==> config.mk <==
export PLATFORM = sky130hd
export DESIGN_NAME = mmio_bus_fabric
export DESIGN_NICKNAME = d
export VERILOG_FILES = /design/src/rtl/mmio_bus_fabric_pkg.sv /design/src/rtl/mmio_bus_fabric_region_decode.sv /design/src/rtl/mmio_bus_fabric.sv
export SDC_FILE = /design/constraint.sdc
export NUM_CORES = 1
export LEC_CHECK = 0
export CAP_MARGIN = 20
export CORE_AREA = 2 2 135 137
export CTS_CLUSTER_SIZE = 14
export DETAILED_ROUTE_END_ITERATION = 8
export DIE_AREA = 0 0 137 139
export GPL_TIMING_DRIVEN = 0
export SLEW_MARGIN = 10
export SYNTH_ARGS = -nofsm -noshare
export SYNTH_HDL_FRONTEND = slang
export SYNTH_SLANG_ARGS = --single-unit
==> constraint.sdc <==
create_clock -name clk -period 2.8 [get_ports clk]
set_clock_uncertainty 0.05 [all_clocks]
set_input_delay 0.28 -clock clk [delete_from_list [all_inputs] [get_ports clk]]
set_output_delay 0.28 -clock clk [all_outputs]
set_load 0.01 [all_outputs]
==> src/rtl/mmio_bus_fabric_pkg.sv <==
// Shared FSM state type, error data word and core memory-map constants for the MMIO fabric.
// The region_mask helper turns an inclusive [base, end] window into a compare mask.
package mmio_bus_pkg;

  typedef enum logic [1:0] {
    ST_IDLE   = 2'd0,
    ST_ACCESS = 2'd1,
    ST_DONE   = 2'd2
  } state_e;

  localparam logic [31:0] ERR_RDATA = 32'hDEAD_BEEF;

  localparam logic [31:0] RAM_BASE     = 32'h0000_0000;
  localparam logic [31:0] RAM_END      = 32'h0FFF_FFFF;
  localparam logic [31:0] PROG_BASE    = 32'h1000_0000;
  localparam logic [31:0] PROG_END     = 32'h1000_FFFF;
  localparam logic [31:0] SCREEN_BASE  = 32'h2000_0000;
  localparam logic [31:0] SCREEN_END   = 32'h2000_3FFF;
  localparam logic [31:0] FLASH_BASE   = 32'h3000_0000;
  localparam logic [31:0] FLASH_END    = 32'h3000_00FF;
  localparam logic [31:0] UART_BASE    = 32'h4000_0000;
  localparam logic [31:0] UART_END     = 32'h4000_00FF;
  localparam logic [31:0] BUTTON_BASE  = 32'h5000_0000;
  localparam logic [31:0] BUTTON_END   = 32'h5000_0003;
  localparam logic [31:0] COUNTER_BASE = 32'h6000_0000;
  localparam logic [31:0] COUNTER_END  = 32'h6000_000F;

  // Only valid for power-of-two sized, size-aligned windows.
  function automatic logic [31:0] region_mask(input logic [31:0] base_addr,
                                              input logic [31:0] end_addr);
    return ~(end_addr - base_addr);
  endfunction

endpackage

==> src/rtl/mmio_bus_fabric_region_decode.sv <==
// Combinational priority address decoder: lowest-index matching region wins.
// hit_o is low when no region matches; the caller substitutes its default slave.
module mmio_region_decode
  import mmio_bus_pkg::*;
#(
  parameter int                            NUM_SLAVES  = 8,
  parameter int                            ADDR_W      = 32,
  parameter int                            SEL_W       = 3,
  parameter logic [NUM_SLAVES*ADDR_W-1:0]  REGION_BASE = '0,
  parameter logic [NUM_SLAVES*ADDR_W-1:0]  REGION_MASK = '0
) (
  input  logic [ADDR_W-1:0] addr_i,
  output logic [SEL_W-1:0]  sel_o,
  output logic              hit_o
);

  logic [NUM_SLAVES-1:0] match;

  genvar gi;
  generate
    for (gi = 0; gi < NUM_SLAVES; gi++) begin : g_match
      assign match[gi] = ((addr_i & REGION_MASK[gi*ADDR_W +: ADDR_W])
                          == REGION_BASE[gi*ADDR_W +: ADDR_W]);
    end
  endgenerate

  // Scan from the top down so the lowest matching index is the last write.
  always_comb begin
    sel_o = '0;
    hit_o = 1'b0;
    for (int i = NUM_SLAVES - 1; i >= 0; i--) begin
      if (match[i]) begin
        sel_o = SEL_W'(i);
        hit_o = 1'b1;
      end
    end
  end

endmodule

==> src/rtl/mmio_bus_fabric.sv <==
// Registered MMIO bus fabric: decode, single-slave strobe, wait for ready, one-cycle done pulse.
// Define MMIO_BUS_TIMEOUT_EN to return a bus error after TIMEOUT_CYCLES instead of waiting forever.
module mmio_bus_fabric
  import mmio_bus_pkg::*;
#(
  parameter int                            NUM_SLAVES     = 8,
  parameter int                            ADDR_W         = 32,
  parameter int                            DATA_W         = 32,
  parameter logic [NUM_SLAVES*ADDR_W-1:0]  REGION_BASE    = '0,
  parameter logic [NUM_SLAVES*ADDR_W-1:0]  REGION_MASK    = '0,
  parameter int                            DEFAULT_SLAVE  = NUM_SLAVES - 1,
  parameter int                            TIMEOUT_CYCLES = 255
) (
  input  logic                         clk,
  input  logic                         rst_n,
  input  logic [ADDR_W-1:0]            m_addr,
  input  logic                         m_ren,
  input  logic                         m_wen,
  output logic                         m_ready,
  output logic [DATA_W-1:0]            m_rdata,
  output logic                         m_err,
  output logic [NUM_SLAVES-1:0]        s_ren,
  output logic [NUM_SLAVES-1:0]        s_wen,
  input  logic [NUM_SLAVES*DATA_W-1:0] s_rdata,
  input  logic [NUM_SLAVES-1:0]        s_ready
);

  localparam int SEL_W = (NUM_SLAVES > 1) ? $clog2(NUM_SLAVES) : 1;

  state_e              state_q, state_d;
  logic [SEL_W-1:0]    sel_q, sel_d;
  logic                wr_q, wr_d;
  logic [DATA_W-1:0]   rdata_q, rdata_d;
  logic [SEL_W-1:0]    dec_sel;
  logic                dec_hit;
  logic                sel_ready;
  logic                access_rd;
  logic                access_wr;
  logic [DATA_W-1:0]   slv_rdata [NUM_SLAVES];

`ifdef MMIO_BUS_TIMEOUT_EN
  localparam int TMO_W = ($clog2(TIMEOUT_CYCLES + 1) > 8) ? $clog2(TIMEOUT_CYCLES + 1) : 8;
  logic [TMO_W-1:0]    tmo_q, tmo_d;
  logic                err_q, err_d;
  logic                tmo_hit;
  assign tmo_hit = (tmo_q == TMO_W'(TIMEOUT_CYCLES));
`endif

  mmio_region_decode #(
    .NUM_SLAVES  (NUM_SLAVES),
    .ADDR_W      (ADDR_W),
    .SEL_W       (SEL_W),
    .REGION_BASE (REGION_BASE),
    .REGION_MASK (REGION_MASK)
  ) u_decode (
    .addr_i (m_addr),
    .sel_o  (dec_sel),
    .hit_o  (dec_hit)
  );

  // Strobes come only from registered state so they cannot glitch across slaves.
  assign access_rd = (state_q == ST_ACCESS) && !wr_q;
  assign access_wr = (state_q == ST_ACCESS) &&  wr_q;
  assign sel_ready = s_ready[sel_q];

  genvar gi;
  generate
    for (gi = 0; gi < NUM_SLAVES; gi++) begin : g_slave
      assign slv_rdata[gi] = s_rdata[gi*DATA_W +: DATA_W];
      assign s_ren[gi]     = access_rd && (sel_q == SEL_W'(gi));
      assign s_wen[gi]     = access_wr && (sel_q == SEL_W'(gi));
    end
  endgenerate

  always_comb begin
    state_d = state_q;
    sel_d   = sel_q;
    wr_d    = wr_q;
    rdata_d = rdata_q;
`ifdef MMIO_BUS_TIMEOUT_EN
    err_d   = err_q;
    tmo_d   = tmo_q;
`endif
    case (state_q)
      ST_IDLE: begin
        if (m_ren || m_wen) begin
          sel_d   = dec_hit ? dec_sel : SEL_W'(DEFAULT_SLAVE);
          wr_d    = m_wen;
          state_d = ST_ACCESS;
`ifdef MMIO_BUS_TIMEOUT_EN
          tmo_d   = '0;
`endif
        end
      end
      ST_ACCESS: begin
        // A ready arriving on the expiry cycle still completes normally.
        if (sel_ready) begin
          rdata_d = wr_q ? '0 : slv_rdata[sel_q];
          state_d = ST_DONE;
`ifdef MMIO_BUS_TIMEOUT_EN
          err_d   = 1'b0;
`endif
        end
`ifdef MMIO_BUS_TIMEOUT_EN
        else if (tmo_hit) begin
          rdata_d = DATA_W'(ERR_RDATA);
          err_d   = 1'b1;
          state_d = ST_DONE;
        end else begin
          tmo_d   = tmo_q + TMO_W'(1);
        end
`endif
      end
      ST_DONE: state_d = ST_IDLE;
      default: state_d = ST_IDLE;
    endcase
  end

  always_ff @(posedge clk) begin
    if (!rst_n) begin
      state_q <= ST_IDLE;
      sel_q   <= SEL_W'(DEFAULT_SLAVE);
      wr_q    <= 1'b0;
      rdata_q <= '0;
`ifdef MMIO_BUS_TIMEOUT_EN
      err_q   <= 1'b0;
      tmo_q   <= '0;
`endif
    end else begin
      state_q <= state_d;
      sel_q   <= sel_d;
      wr_q    <= wr_d;
      rdata_q <= rdata_d;
`ifdef MMIO_BUS_TIMEOUT_EN
      err_q   <= err_d;
      tmo_q   <= tmo_d;
`endif
    end
  end

  assign m_ready = (state_q == ST_DONE);
  assign m_rdata = rdata_q;
`ifdef MMIO_BUS_TIMEOUT_EN
  assign m_err   = err_q;
`else
  assign m_err   = 1'b0;
`endif

endmodule

Word-level counts from Yosys, hierarchy flattened
Cells that the tools add are included.
{"block": "word_totals", "in_bits": 300, "output_inout_bits": 50, "register_bits": 38}
{"block": "op_classes", "n_bitwise": 1, "n_reduce_logical": 25, "muxes": 9, "n_lt_le_gt_ge": 2, "n_eq_ne": 11}
{"op": "$bmux 32 s3", "count": 1}
{"op": "$mux 32", "count": 3}
{"op": "$logic_and 1x1->1", "count": 18}
{"op": "$eq 3x3->1 const B", "count": 4}
{"op": "$eq 3x2->1 const B", "count": 2}
{"op": "$reduce_and 2->1", "count": 3}
{"op": "$ge 4x4->1 const B", "count": 1}
{"op": "$lt 3x4->1 const B", "count": 1}
{"op": "$mux 2", "count": 2}
{"op": "$ne 2x2->1 const B", "count": 2}
{"op": "$not 3->4", "count": 1}
{"op": "$pmux 2 s2", "count": 1}
{"op": "$bmux 1 s3", "count": 1}
{"op": "$eq 3x1->1 const B", "count": 1}
{"op": "$logic_not 3->1", "count": 1}
{"op": "$eq 2x1->1 const B", "count": 1}
{"op": "$eq 2x2->1 const B", "count": 1}
{"op": "$logic_not 2->1", "count": 1}
{"op": "$logic_not 1->1", "count": 1}
{"op": "$logic_or 1x1->1", "count": 1}
{"op": "$mux 1", "count": 1}

Logic depth before layout (Yosys ltp)
Gate-level depths: netlist (run 1).
{"block": "logic_depth", "depth_word": 5, "depth_mapped": 6}

Modules after synthesis
A second synthesis (run 1) with hierarchy kept.
{"block": "hier_totals", "hier_cells": 468, "area_unflattened_um2": 3823.7}
{"module": "mmio_bus_fabric", "seq_area_each_um2": 760.7, "cells_each": 462, "instances": 1, "area_each_um2": 3786.1}
{"module": "mmio_region_decode", "seq_area_each_um2": 0.0, "cells_each": 6, "instances": 1, "area_each_um2": 37.5}

Worst setup path after synthesis (run 1)
OpenSTA, ideal clock, no wires.
{"block": "synth_timing", "path_type": "register to output", "startpoint": "register state_q[0]", "endpoint": "output s_ren[7]", "t_arrival_ps": 1245, "path_slack_ps": 1225, "t_required_ps": 2470, "path_buffers": 3, "stages_incl_launch_ff": 6, "path_cell_list": "dfxtp_1 > nand2b_4 > buf_6 > buf_6 > clkbuf_1 > nor3b_1"}
{"block": "synth_between", "elab_chain_cells": 3}
{"item": "from (decl)", "line": "mmio_bus_fabric.sv:30", "source": "state_e state_q, state_d;"}
{"item": "from (signal assigned)", "line": "mmio_bus_fabric.sv:130", "source": "state_q <= state_d;"}
{"item": "$eq 2x1->1", "line": "mmio_bus_fabric.sv:62", "source": "assign access_rd = (state_q == ST_ACCESS) && !wr_q;"}
{"item": "$logic_and 1x1->1", "line": "mmio_bus_fabric.sv:62"}
{"item": "$logic_and 1x1->1", "line": "mmio_bus_fabric.sv:70", "source": "assign s_ren[gi] = access_rd && (sel_q == SEL_W'(gi));"}
{"item": "to (decl)", "line": "mmio_bus_fabric.sv:22", "source": "output logic [NUM_SLAVES-1:0] s_ren,"}
Every way passes these cells.

Final worst setup path (run 1)
Ends and elaborated chain as after synthesis.

==> results.cfg, run 1 <==
[setup_path]
path_cells = nand2b_4 -> buf_6 -> buf_6 -> clkbuf_1 -> nor3b_1 -> clkdlybuf4s50_1
crit_path_frequent_cell = buf_6
critical_path_class = flop to output pin
crit_fanout = 10
start_kind = flop
r2r_setup_slack_ps = 760
cpMaxStageDelayCell = clkdlybuf4s50_1
worst-endpoint-arrival_ps = 2250
r2r_start = sel_q[1]
max_stage_delay_ps = 660
critPathRequiredTime_ps = 2470
reg2reg_depth = 5
rr_endpoint = m_rdata[0]
cp-end-kind = output pin

[synth]
syn_area_mm2 = 0.001964
ys_seq_area_frac = 0.3669
syn_inst = 221
synth_top_area_frac = 0.3669
synth_top_area_cell = dfxtp_1
yosys-top-cells-area = dfxtp_1 37%, mux2i_1 17%, or4_1 12%
ys_ff_latch = 36
synth.distinct_cells = 22
synth_area_per_cell_um2 = 8.889
ys_warn_count = 0

[placed_design]
hpwlAfterDp_um = 6738
placedInstanceArea_mm2 = 0.003357
post-place-cells = 568
gp_congestion = 0.6847
port_buffers = 106

[final_layout]
final_area_mm2 = 0.003510
drive_gt1_frac = 0.08960
area_growth_pct = 78.66
fill_cells = 1977
final_common_cell = clkdlybuf4s50_1
finalNonFillerCells = 575
antenna_cells = 0
final_nets = 646
final_cell_mix = 106 x clkdlybuf4s50_1, 36 x dfxtp_1, 33 x mux2i_1, 33 x a21oi_1

[flow_run]
cap_violations = 0

[min_path]
min_delay_path_depth = 2
hold_end = m_rdata[25]
min_path_type = flop to flop
hp-start = m_rdata[25]

[global_routing]
grt_max_degree = 11
first_global_vias = 1979
grt_overflow_total = 0
grtUsageTotal = 0.08967
grt_pass1_wl_um = 12390
antenna_found_initial = 2

[timing]
min_period_ps = 2580
drv_slew = 0
worst_pin_slew_ps = 667.2
fin_crit_sh = 0.9214
setup_viol = 0
tns_ps = 0
slew_headroom = 0.5552
max_freq_mhz = 387.6
rsz0062_at_grt = false
hold_viol = 0

[pwr]
clkPwrFrac = 0.370
switchingPower_uw = 468.4
vdd_ir_drop_max_uv = 188.6
p_comb_frac = 0.282
switching_share = 0.2877
finalPower_mw = 1.628
power_leakage_nw = 1.322
power_density_mw_per_mm2 = 463.9
seqPwrFrac = 0.348
p_int_mw = 1.160

[die]
dieArea_mm2 = 0.01904
die_x_um = 137
pin_count = 350
core_mm2 = 0.01766
fp.dieH_um = 139
std_cell_rows = 49
initial_utilization = 0.1113

[outcome]
status = completed

[clocking]
clkTransAtPathRegs_ps = 60
htree_levels = 2
clock_path_buffers = 2
clk_latency_ps = 280
cts.sinks = 36
cts_tree = built
cts_resized = 0
postCtsSetupRepairBufs = 0
clockRootBuffer = clkbuf_16
ctsHoldBuffers = 0
numCtsBuffers = 5

[routing]
num_vias = 2083
drc_errors = 0
wl_per_cell_um = 15.16
wl_met2_um = 3734
via_per_inst = 3.623
first_iter_violations = 47
routed_wirelength_um = 8718
ant_nets = 0
dr.pass1.iters = 4
route.met3.wl_um = 996
maxUsedRoutingLayer = met5
m1WireLength_um = 3865
worst max path at each step:
stage | from | endpoint | cells past startpoint
after global placement | state_q[0] | s_ren[7] | 6
after detailed placement | s_ready[7] | m_rdata[0] | 6
after floorplan | state_q[0] | s_ren[7] | 5
after global routing | state_q[0] | s_wen[0] | 6
final | state_q[0] | s_ren[7] | 6
after CTS | state_q[0] | s_ren[7] | 6
metal layers:
metal,global-route usage,up-vias
li1,-,1052
met1,0.1136,935
met2,0.1325,85
met3,0.04459,9
met4,0.02767,2
met5,0,-
kinds of logic after synthesis:
group / after synthesis / synth area share
simple gates: 44 / 0.1605
other cells: 1 / 0.001909
buf+inv: 39 / 0.1236
compound gates: 68 / 0.1790
flops: 36 / 0.3669
mux: 33 / 0.1682
power by group through the flow:
stage | registers, mW | clock network [mW] | logic [mW]
floorplan | 0.585 | 0 | 0.210
global placement | 0.576 | 0 | 0.463
detailed placement | 0.578 | 0 | 0.465
CTS | 0.567 | 0.619 | 0.467
global route | 0.571 | 0.645 | 0.502
finish | 0.566 | 0.603 | 0.459
synthesized netlist by cell type:
library cell / count
nor3_1: 2
conb_1: 1
o21ai_0: 32
o31ai_1: 1
dfxtp_1: 36
nand2b_4: 1
clkbuf_1: 15
mux2i_1: 33
and2b_1: 1
a21bo_2: 1
buf_6: 5
clkbuf_2: 2
and4b_1: 1
inv_1: 1
a21oi_1: 33
nand2_1: 2
a2111oi_0: 1
clkinv_1: 1
buf_4: 15
nor3b_1: 2
or4_1: 32
nor2_1: 3
metrics by stage:
stage	hold WS, ps	setup WS (ps)	util
after floorplan	291.9	1225	-
after global placement	406.2	516.9	0.1901
after detailed placement	412.8	523.9	0.1901
after CTS	421.0	206.0	0.1988
after global routing	436.3	73.76	0.1988
final	420.2	220.0	0.1988
flip-flops by register name (all words and copies together), names as in the netlist:
signal   flops
m_rdata     32
sel_q        1
state_q      2
wr_q         1
worst max-delay path, delay by kind of cell (launching register included):
| kind | cells | cell delay, ps |
|---|---|---|
| simple gates | 2 | 340 |
| flops | 1 | 450 |
| buf+inv | 4 | 1160 |
layout make-up:
type / instances / area (µm²) / area share
tap: 229 / 286.5 / 0.08164
buffer: 37 / 235.2 / 0.06702
inverter: 2 / 7.507 / 0.002139
timing repair buffer: 106 / 1061 / 0.3023
sequential: 36 / 720.7 / 0.2053
clock buffer: 7 / 152.6 / 0.04349
multi-input combinational: 158 / 1046 / 0.2980
No activity file was read; power rests on OpenSTA's default activity.
==> run 2: changes to the inputs <==
Settings changed: REMOVE_ABC_BUFFERS set to 1.
==> run 2 against run 1 <==
Net effect: flip-flop and latch count did not move; critical path depth decreased by 3; die area stayed put; largest power group unchanged; count of clock-buffer cells in the layout fell by 1; via count down 4.8%; non-clock buffer count down 33.
==> results.cfg, run 2 (synthesis gave the netlist of run 1 again) <==
[pwr]
finalPower_mw = 1.641
clkPwrFrac = 0.401
p_comb_frac = 0.248
vdd_ir_drop_max_uv = 182.5
power_leakage_nw = 1.236
seqPwrFrac = 0.351
switching_share = 0.2734
power_density_mw_per_mm2 = 482.0
p_int_mw = 1.192
switchingPower_uw = 448.7

[final_layout]
largest_register_ffs = 32
final_cell_mix = 106 x clkdlybuf4s50_1, 35 x dfxtp_1, 33 x a21oi_1
fill_cells = 1989
final_common_cell = clkdlybuf4s50_1
final_nets = 613
drive_gt1_frac = 0.04777
post-route-util = 0.1928
area_growth_pct = 73.31

[timing]
max_freq_mhz = 425.3
hold_viol = 0
setup_viol = 0
worst_pin_slew_ps = 862.2
fin_crit_sh = 0.8397
slew_headroom = 0.4129
min_period_ps = 2351
drv_slew = 0
rsz0062_at_grt = false

[routing]
ant_nets = 0
via_per_inst = 3.647
routed_wirelength_um = 7194
dr.pass1.iters = 4
wl_per_cell_um = 13.22
num_vias = 1984
first_iter_violations = 34
drc_errors = 0

[die]
std_cell_rows = 49
initial_utilization = 0.1113
pin_count = 350
fp.dieH_um = 139
dieArea_mm2 = 0.01904
core_mm2 = 0.01766
die_x_um = 137

[clocking]
ctsHoldBuffers = 0
clock_path_buffers = 2
cts_resized = 0
cts.sinks = 36
clk_latency_ps = 290
clockRootBuffer = clkbuf_16
clkTransAtPathRegs_ps = 60
cts_tree = built
htree_levels = 2
postCtsSetupRepairBufs = 0
numCtsBuffers = 5

[global_routing]
grtUsageTotal = 0.07349
grt_overflow_total = 0
grt_max_degree = 69
grt_pass1_wl_um = 10410
antenna_found_initial = 4
first_global_vias = 1762

[placed_design]
hpwlAfterDp_um = 5223
port_buffers = 106
gp_congestion = 0.6354

[min_path]
min_path_type = flop to flop

[outcome]
status = completed

[setup_path]
critPathRequiredTime_ps = 2470
crit_fanout = 68
max_stage_delay_ps = 580
cpMaxStageDelayCell = clkdlybuf4s50_1
worst-endpoint-arrival_ps = 2020
cp-end-kind = output pin
start_kind = flop
path_cells = nand2b_4 -> nor3b_1 -> clkdlybuf4s50_1
critical_path_class = flop to output pin

[flow_run]
cap_violations = 0
==> run 2: cell types whose count changed in the layout (fill, tap and decap cells not counted), moves of 2 or more <==
cell / previous run / this run
clkbuf_2: 2 / 0
clkbuf_8: 2 / 0
clkbuf_1: 15 / 1
buf_16: 0 / 3
buf_4: 15 / 0
buf_6: 5 / 0
==> run 2: final cells by class <==
type | instances | area (µm²) | area share
Clock buffer | 6 | 128.9 | 0.03785
Clock inverter | 2 | 35.03 | 0.01029
Sequential cell | 36 | 721.9 | 0.2121
Multi-Input combinational cell | 158 | 1059 | 0.3109
Tap cell | 229 | 286.5 | 0.08416
Antenna cell | 1 | 2.502 | 0.0007350
Timing Repair Buffer | 110 | 1164 | 0.3418
Inverter | 2 | 7.507 | 0.002205
==> run 2: per-stage QoR <==
stage	hold slack, ps	area, µm²	std cells	setup TNS, ps	worst slack, ps
after floorplan	291.9	1774	196	-34140	-1068
after global placement	406.8	3122	531	-107240	-3155
after detailed placement	414.6	3238	535	0	550.4
after CTS	422.9	3402	543	0	374.3
after global routing	433.8	3402	543	0	287.1
final	422.1	3405	544	0	448.8
==> run 2: per-layer routing <==
| layer | track usage | vias up | share of wire |
|---|---|---|---|
| met2 | 0.1050 | 92 | 0.41 |
| met1 | 0.09274 | 892 | 0.43 |
| met4 | 0.02279 | 4 | 0.013 |
| li1 | - | 982 | - |
| met5 | 0 | - | 0.0038 |
| met3 | 0.04203 | 14 | 0.14 |
==> run 2: worst paths after layout <==
| kind | start | end | slack (ps) | cells past startpoint |
|---|---|---|---|---|
| worst max-delay path | state_q[0] | s_wen[0] | 450 | 3 |
| worst min register to register | m_rdata[2] | m_rdata[2] | 420 | 2 |
| worst max register to register | sel_q[1] | state_q[0] | 580 | 4 |
| worst min-delay path | m_rdata[2] | m_rdata[2] | 420 | 2 |
==> run 2: power by group through the flow <==
stage	clock, mW	sequential, mW	combinational [mW]
2_1_floorplan	0	0.608	0.143
3_3_place_gp	0	0.613	0.359
3_5_place_dp	0	0.589	0.414
4_1_cts	0.694	0.577	0.415
5_1_grt	0.711	0.583	0.445
6_report	0.658	0.577	0.406
==> run 2: worst max-delay path, delay by kind of cell, from the launching register on <==
family	cells	cell delay, ps
flops	1	450
buf+inv	1	580
simple gates	2	700
